$ cat src/rtl/simon_pkg.sv
// simon_pkg: shared state encoding and field widths for the Sly Man Says sequencer.
package simon_pkg;
    localparam int COLOR_W = 2;
    localparam int LEVEL_W = 7;
    typedef enum logic [2:0] {
        IDLE, EXTEND, SHOW_ON, SHOW_GAP, WAIT_INPUT, PASS, FAIL, WON
    } seq_state_t;
endpackage

$ cat src/rtl/simon_sequencer_phase_timer.sv
// phase_timer: loadable down-counter; done is high while the count sits at 1.
module phase_timer #(
    parameter int W = 8
) (
    input  logic         clk,
    input  logic         reset,
    input  logic         load,
    input  logic [W-1:0] load_val,
    output logic         done
);
    logic [W-1:0] cnt;
    always_ff @(posedge clk)
        if (reset) cnt <= '0;
        else if (load) cnt <= load_val;
        else if (cnt != '0) cnt <= cnt - W'(1);
    assign done = cnt == W'(1);
endmodule

$ cat src/rtl/simon_sequencer.sv
// simon_sequencer: grows, plays back and checks the Simon color pattern.
// Define SEQ_NO_REPEAT_EN to force adjacent pattern colors to differ.
module simon_sequencer
    import simon_pkg::*;
#(
    parameter int MAX_LEN     = 32,
    parameter int SHOW_CYCLES = 25_000_000,
    parameter int GAP_CYCLES  = 5_000_000
) (
    input  logic               clk,
    input  logic               reset,
    input  logic [31:0]        random_num,
    input  logic               start,
    input  logic               btn_valid,
    input  logic [COLOR_W-1:0] btn_color,
    output logic               led_valid,
    output logic [COLOR_W-1:0] led_color,
    output logic               await_input,
    output logic               round_pass,
    output logic               game_over,
    output logic               game_won,
    output logic [LEVEL_W-1:0] level
);
    localparam int AW = $clog2(MAX_LEN);
    localparam int TW = $clog2((SHOW_CYCLES > GAP_CYCLES ? SHOW_CYCLES : GAP_CYCLES) + 1);
    seq_state_t state, state_n;
    logic [LEVEL_W-1:0] len, len_n, idx, idx_n;
    logic [COLOR_W-1:0] pattern [MAX_LEN];
    logic [COLOR_W-1:0] wr_color, shown;
    logic load, done, last;
    logic unused_rnd;
    assign unused_rnd = ^random_num[31:COLOR_W];
`ifdef SEQ_NO_REPEAT_EN
    logic [LEVEL_W-1:0] prev;
    assign prev = len - LEVEL_W'(1);
    assign wr_color = (len != '0 && random_num[COLOR_W-1:0] == pattern[prev[AW-1:0]])
                    ? random_num[COLOR_W-1:0] + COLOR_W'(1) : random_num[COLOR_W-1:0];
`else
    assign wr_color = random_num[COLOR_W-1:0];
`endif
    assign last = idx == len - LEVEL_W'(1);
    always_comb begin
        state_n = state;
        len_n = len;
        idx_n = idx;
        case (state)
            IDLE: if (start) begin
                state_n = EXTEND;
                len_n = '0;
            end
            EXTEND: begin
                state_n = SHOW_ON;
                len_n = len + LEVEL_W'(1);
                idx_n = '0;
            end
            SHOW_ON: if (done) state_n = SHOW_GAP;
            SHOW_GAP: if (done) begin
                state_n = last ? WAIT_INPUT : SHOW_ON;
                idx_n = last ? '0 : idx + LEVEL_W'(1);
            end
            WAIT_INPUT: if (btn_valid) begin
                if (btn_color != pattern[idx[AW-1:0]]) state_n = FAIL;
                else if (!last) idx_n = idx + LEVEL_W'(1);
                else state_n = (len == LEVEL_W'(MAX_LEN)) ? WON : PASS;
            end
            PASS: state_n = EXTEND;
            default: state_n = IDLE;
        endcase
    end
    // The timer reloads on every entry into a lit or dark phase.
    assign load = (state_n == SHOW_ON || state_n == SHOW_GAP) && state_n != state;
    // Entering the first show of round one reads the entry being written this edge.
    assign shown = (state == EXTEND && len == '0) ? wr_color : pattern[idx_n[AW-1:0]];
    phase_timer #(.W(TW)) u_timer (
        .clk      (clk),
        .reset    (reset),
        .load     (load),
        .load_val (state_n == SHOW_ON ? TW'(SHOW_CYCLES) : TW'(GAP_CYCLES)),
        .done     (done)
    );
    always_ff @(posedge clk)
        if (state == EXTEND) pattern[len[AW-1:0]] <= wr_color;
    always_ff @(posedge clk)
        if (reset) begin
            state       <= IDLE;
            len         <= '0;
            idx         <= '0;
            led_valid   <= 1'b0;
            led_color   <= '0;
            await_input <= 1'b0;
            round_pass  <= 1'b0;
            game_over   <= 1'b0;
            game_won    <= 1'b0;
        end else begin
            state       <= state_n;
            len         <= len_n;
            idx         <= idx_n;
            led_valid   <= state_n == SHOW_ON;
            led_color   <= state_n == SHOW_ON ? shown : '0;
            await_input <= state_n == WAIT_INPUT;
            round_pass  <= state_n == PASS;
            game_over   <= state_n == FAIL;
            game_won    <= state_n == WON;
        end
    assign level = len;
endmodule

$ cat config.mk
export PLATFORM = sky130hd
export DESIGN_NAME = simon_sequencer
export DESIGN_NICKNAME = d
export VERILOG_FILES = /design/src/rtl/simon_pkg.sv /design/src/rtl/simon_sequencer_phase_timer.sv /design/src/rtl/simon_sequencer.sv
export SDC_FILE = /design/constraint.sdc
export NUM_CORES = 1
export LEC_CHECK = 0
export ABC_AREA = 0
export CAP_MARGIN = 5
export CORE_ASPECT_RATIO = 1.75
export CORE_UTILIZATION = 55
export CTS_CLUSTER_SIZE = 12
export DETAILED_ROUTE_END_ITERATION = 6
export PLACE_DENSITY = 0.82
export SYNTH_ARGS = -nofsm -noshare
export SYNTH_HDL_FRONTEND = slang
export SYNTH_SLANG_ARGS = --single-unit
export TNS_END_PERCENT = 1
$ cat constraint.sdc
create_clock -name clk -period 9.7 [get_ports clk]
set_input_delay 0.97 -clock clk [delete_from_list [all_inputs] [get_ports clk]]
set_output_delay 0.97 -clock clk [all_outputs]
set_load 0.02 [all_outputs]
# After elaboration in Yosys (flattened, before gate mapping)

Memory sizes are Yosys's and may differ from the RTL's. A register that Yosys moved wholly into a read port is not among the register bits.
Index checks and enable logic that the tools add are counted.

Bits in registers: 49
Memory bits (writable): 64
Input port bits: 38
Output and inout port bits: 14
Memories: 1
Logic and storage cells: 74

Memory list:

| name    | depth | width | read ports | clocked after memory_dff | write ports | RTL line              | text |
|---|---|---|---|---|---|---|---|
| pattern | 32    | 2     | 2          | 1                        | 1           | simon_sequencer.sv:28 | `logic [COLOR_W-1:0] pattern [MAX_LEN];` |

Bitwise logic cells: 1
$add $sub $neg: 4
Mux-type cells: 24
Reduce and logical (&&, ||, !) cells: 12
Equality and inequality tests: 21

Operators by type and width:

| cell                  | number |
|---|---|
| $mux 25               | 3 |
| $mux 7                | 6 |
| $eq 25x1->1 const B   | 1 |
| $reduce_bool 25->1    | 1 |
| $sub 25x1->25 const B | 1 |
| $mux 3                | 7 |
| $pmux 7 s3            | 1 |
| $eq 3x3->1 const B    | 6 |
| $pmux 3 s6            | 1 |
| $add 7x1->7 const B   | 2 |
| $pmux 7 s2            | 1 |
| $eq 3x2->1 const B    | 4 |
| $ne 2x2->1 const B    | 5 |
| $eq 7x6->1 const B    | 1 |
| $eq 7x7->1            | 1 |
| $logic_not 7->1       | 1 |
| $sub 7x1->7 const B   | 1 |
| $mux 5                | 1 |
| $reduce_and 5->1      | 1 |
| $mux 2                | 2 |
| $reduce_bool 2->1     | 2 |
| $eq 3x1->1 const B    | 1 |
| $logic_not 3->1       | 1 |
| $ne 3x3->1            | 1 |
| other kinds (8)       | 10 |

# Depth between registers and ports, before layout

Depth in word-level cells: 10
Mapped depth: 19
Mapped depth without buffers: 17

# By module

Synthesis repeated with hierarchy kept, for this count alone.

Cells, all modules: 642
Area, all modules: 6486.2 sq um

Modules (own cells, without submodules):

| module          | seq. area each (sq um) | cells an instance | area each (sq um) | instances |
|---|---|---|---|---|
| simon_sequencer | 2402.3                 | 460               | 4972.3            | 1 |
| phase_timer     | 500.5                  | 182               | 1514.0            | 1 |

# Worst setup path after synthesis

No wires, ideal clock.

Path type: flip-flop to flip-flop
From: reg len[0], in the netlist level[0]
To: reg led_color[1]
Path slack: 6.034 ns
Cell stages (with the launch flop): 16
Data arrival time: 3.544 ns
Required time: 9.578 ns
Buffers on the path: 2
Library setup time: 0.122 ns
Clock period less this slack: 3.666 ns
Path through: dfxtp_1 -> inv_1 -> ha_1 -> xor3_1 -> nor3_1 -> nand4b_1 -> nor3_2 -> inv_2 -> ha_1 -> nor4_1 -> nor3_2 -> buf_6 -> buf_6 -> o311a_1 -> a211oi_1 -> a21oi_1

Longest elaborated chain between the ends: 9
Elaborated cells on any way between the ends: 23
Classes of those cells: add/sub: 1; eq/ne: 3; mux: 14; bitwise: 1; reduce/logical: 3; memory: 1

RTL lines:

| element                                             | RTL line              | text |
|---|---|---|
| start: declaration                                  | simon_sequencer.sv:27 | `logic [LEVEL_W-1:0] len, len_n, idx, idx_n;` |
| start signal: assignment                            | simon_sequencer.sv:96 | `len <= len_n;` |
| branches (longest 9 deep; another with $sub 7x1->7) | --                    |  |
| end signal: assignment                              | simon_sequencer.sv:99 | `led_color <= state_n == SHOW_ON ? shown : '0;` |
| end: declaration                                    | simon_sequencer.sv:17 | `output logic [COLOR_W-1:0] led_color,` |

Parallel ways; which one is timed is not known. The select of a mux whose other input is x is not followed.
A chain may end at the register's enable or synchronous reset.

# Worst setup path in the final report

From: reg idx[2]
To: reg led_color[1]

Longest elaborated chain between the ends: 8
Elaborated cells on any way between the ends: 19
Classes of those cells: add/sub: 1; eq/ne: 2; mux: 13; bitwise: 1; reduce/logical: 1; memory: 1

RTL lines:

| element                                             | RTL line              | text |
|---|---|---|
| start: declaration                                  | simon_sequencer.sv:27 |  |
| start signal: assignment                            | simon_sequencer.sv:97 | `idx <= idx_n;` |
| branches (longest 8 deep; another with $add 7x1->7) | --                    |  |

Parallel ways; which one is timed is not known. The select of a mux whose other input is x is not followed.

==> results.md <==
* Hold Crit Class: flop to flop
* Yosys cell types at 58
* Synth warnings at 0
* Max Slew Vio Count at 0
* Post-Syn Area at 6280 um^2
* Ys async rst share at 0%
* Layout area overhead at 13.4%
* Nets@finish at 688
* Max Cap Violations at 0
* Final Hold Fails at 0
* Critical path destination: led_color[1]$_SDFF_PP0_
* DR vias at about 5200
* Crit Path Class: flop to flop
* GRT met3 Usage at 7.49%
* RD Place Congestion at a little under 1
* Largest net degree at the start of global routing at 34
* GR Layer Usage met1 at between 30% and 40%
* R2r endpoint: led_color[1]$_SDFF_PP0_
* Pwr dens at 205 nW/um^2
* Ports at 52
* Met2 Resource Use GR at 54.5%
* Post-synth top flop: edfxtp_1
* Period minus WS final at between 4000 and 5000 ps
* RSZ-0062 raised after global routing: false
* Worst skew pair latency at 420 ps
* Vias in the first global route at about 5200
* Worst r2r src: idx[2]$_SDFF_PP0_
* Synth Net Count at 677
* # hold bufs at CTS at 0
* Mean Syn Cell Area at 9.95 um^2
* Clock tree from TritonCTS: done
* H-tree depth reported by CTS at 4
* Total clock buffers created by CTS at 17
* Fmax at ~210 MHz
* Die Y at 143 um
* Syn Inst Count at between 600 and 700
* Global-route usage over all layers at a little under a third
* Post-synth EDFFs at 64
* Critical path launch point: idx[2]$_SDFF_PP0_
* DRT Wirelength at 16900 um
* CP required at around 10000 ps
* Worst slew pin tran at approximately 1200 ps
* Initial antenna violation count at 0
* CP endpoint kind: flop
* # setup viols final at 0
* Core Box Area at 11100 um^2
* GRT overflow at 0
* CTS sink cnt at between 100 and 150
* CTS Buffer Depth at 2
* Worst Setup Slack post-DPL at 5140 ps
* Period utilization at about half
* Fill count at 870
* Max IR drop VDD at 0.203 mV
* Rel. slew slack at 20.1%
* Post-layout util at between 60 and 70%
* Worst-path fanout max at 23
* First-pass GRT wire length at approximately 27000 um
* Commonest non-fill, non-tap cell in the layout: nor2_1
* Flops & latches, synth at around 110
* Layout cells sized above 1 at roughly a tenth
* Diode count at 0
* Area of the multi-input gates at 3150 um^2
* Busiest grt layer: met2
* Final worst slack at ~5000 ps
* Status: complete, no violations
* Setup crit start kind: flop
* Die area at between 10000 and 15000 um^2
* Post-CTS setup buffers at 0
* Die X at just over 80 um
* Register area at between 2000 and 3000 um^2
* Setup Total Neg Slack at 0 ps
* WL/cell at around 21 um
* CTS root buf: clkbuf_16
* Drt pass-1 iters at 7
* Initial Utilization at a little under three fifths
* Reg2Reg Setup Slack at 4980 ps
* Clock Skew at 5.03 ps
* DRT iter0 DRCs at roughly 420
* Post-CTS Resized at 0
* DRC at 0
* Post-detail-place hpwl at approximately 12000 um
* Crit path arrival time at between 5000 and 6000 ps
* # rows at slightly above 50
* Reg2reg path depth at 12
* P_leak at roughly 2.5 nW
* Worst-path clk slew at 60 ps
* Commonest cells after routing, fill and taps aside: nor2_1 (88), mux2i_1 (65), edfxtp_1 (64)
* Detail Route Antenna Nets at 0
* Register area share after synthesis at between 40% and 50%
* Average via count per standard cell at 6.58
* I/O Buffers at 21
final cells by class:
type                    instances  area share, %
clock inverters                15           2.57
well taps                     132           2.32
flip-flops and latches        113           40.8
repair buffers                 26           3.48
inverters                      12          0.633
clock buffers                  17           5.97
multi-input cells             472           44.3
kinds of logic after synthesis:
| kind of cell | synth area share, % |
|---|---|
| simple gates | 20.6 |
| xor+xnor | 5.40 |
| mux | 12.3 |
| flops | 46.2 |
| fa+ha+maj | 1.59 |
| buf+inv | 3.69 |
| compound gates | 10.2 |
how the worst min path moves through the flow:
stage / start / end / slack, ps / cells after the start
finish: u_timer.cnt[15]$_SDFFE_PP0P_ / u_timer.cnt[15]$_SDFFE_PP0P_ / 500 / 2
global route: u_timer.cnt[15]$_SDFFE_PP0P_ / u_timer.cnt[15]$_SDFFE_PP0P_ / 520 / 2
CTS: u_timer.cnt[15]$_SDFFE_PP0P_ / u_timer.cnt[15]$_SDFFE_PP0P_ / 490 / 2
detailed placement: u_timer.cnt[15]$_SDFFE_PP0P_ / u_timer.cnt[15]$_SDFFE_PP0P_ / 480 / 2
global placement: u_timer.cnt[24]$_SDFFE_PP0P_ / u_timer.cnt[24]$_SDFFE_PP0P_ / 480 / 2
floorplan: u_timer.cnt[15]$_SDFFE_PP0P_ / u_timer.cnt[15]$_SDFFE_PP0P_ / 460 / 2
per-stage QoR:
step	cells	area [um^2]	total power, mW	hold WS [ps]
after detailed placement	755	6510	0.823	483
final	787	7120	1.46	498
after global routing	787	7120	1.51	522
after global placement	755	6510	0.815	483
after CTS	787	7120	1.46	490
after floorplan	631	6280	0.768	462
cells in the mapped netlist (4+ instances only):
master    count  area share [%]
a211oi_1     10             1.2
a21oi_1      32             2.6
a22oi_1      11             1.3
a31oi_1       8            0.80
and2_1        7            0.70
and3_1        6            0.60
buf_2         8            0.64
buf_6         5            0.90
clkbuf_1     18             1.1
dfxtp_1      49              16
edfxtp_1     64              31
ha_1          8             1.6
inv_1        10            0.60
mux2_2       10             1.8
mux2i_1      65              10
nand2_1      42             2.5
nand2b_1     10             1.0
nand3_1      23             1.8
nand3b_1      4            0.48
nand4_1      11             1.1
nor2_1       88             5.3
nor2b_1      14             1.4
nor3_1       12            0.96
nor4_1       13             1.3
o21ai_0       9            0.72
or2_2         5            0.50
or3_1         5            0.50
xnor2_1      24             3.3
xor2_1       12             1.7
power by group:
part | leakage [nW] | internal (mW) | switching, mW | total [mW]
clock network | 0.288 | 0.405 | 0.234 | 0.639
registers | 0.976 | 0.542 | 0.0418 | 0.584
logic | 1.24 | 0.100 | 0.137 | 0.238
sequential cells by signal (all words and copies together) (netlist names):
| signal | cells |
|---|---|
| game_won | 1 |
| led_color | 2 |
| round_pass | 1 |
| state | 3 |
| pattern | 64 |
| game_over | 1 |
| u_timer.cnt | 25 |
| led_valid | 1 |
| idx | 7 |
| await_input | 1 |
| level | 7 |
layer usage:
| layer | up-vias | share of wire [%] |
|---|---|---|
| met3 | 98 | 5.9 |
| met4 | 0 | 7.6 |
| met5 | - | 0 |
| met1 | 2479 | 33 |
| li1 | 2334 | - |
| met2 | 267 | 53 |
critical path: stages, from the launching register on:
cell	delay (ps)
dfxtp_1	610
buf_4	440
nor2b_1	490
a22oi_1	180
nand3_1	200
nand4_1	200
xnor2_1	430
a31oi_1	120
nand3b_2	720
mux2_2	520
o311a_1	310
a211oi_1	230
a21oi_1	120
(Power assumes the default switching activity.)
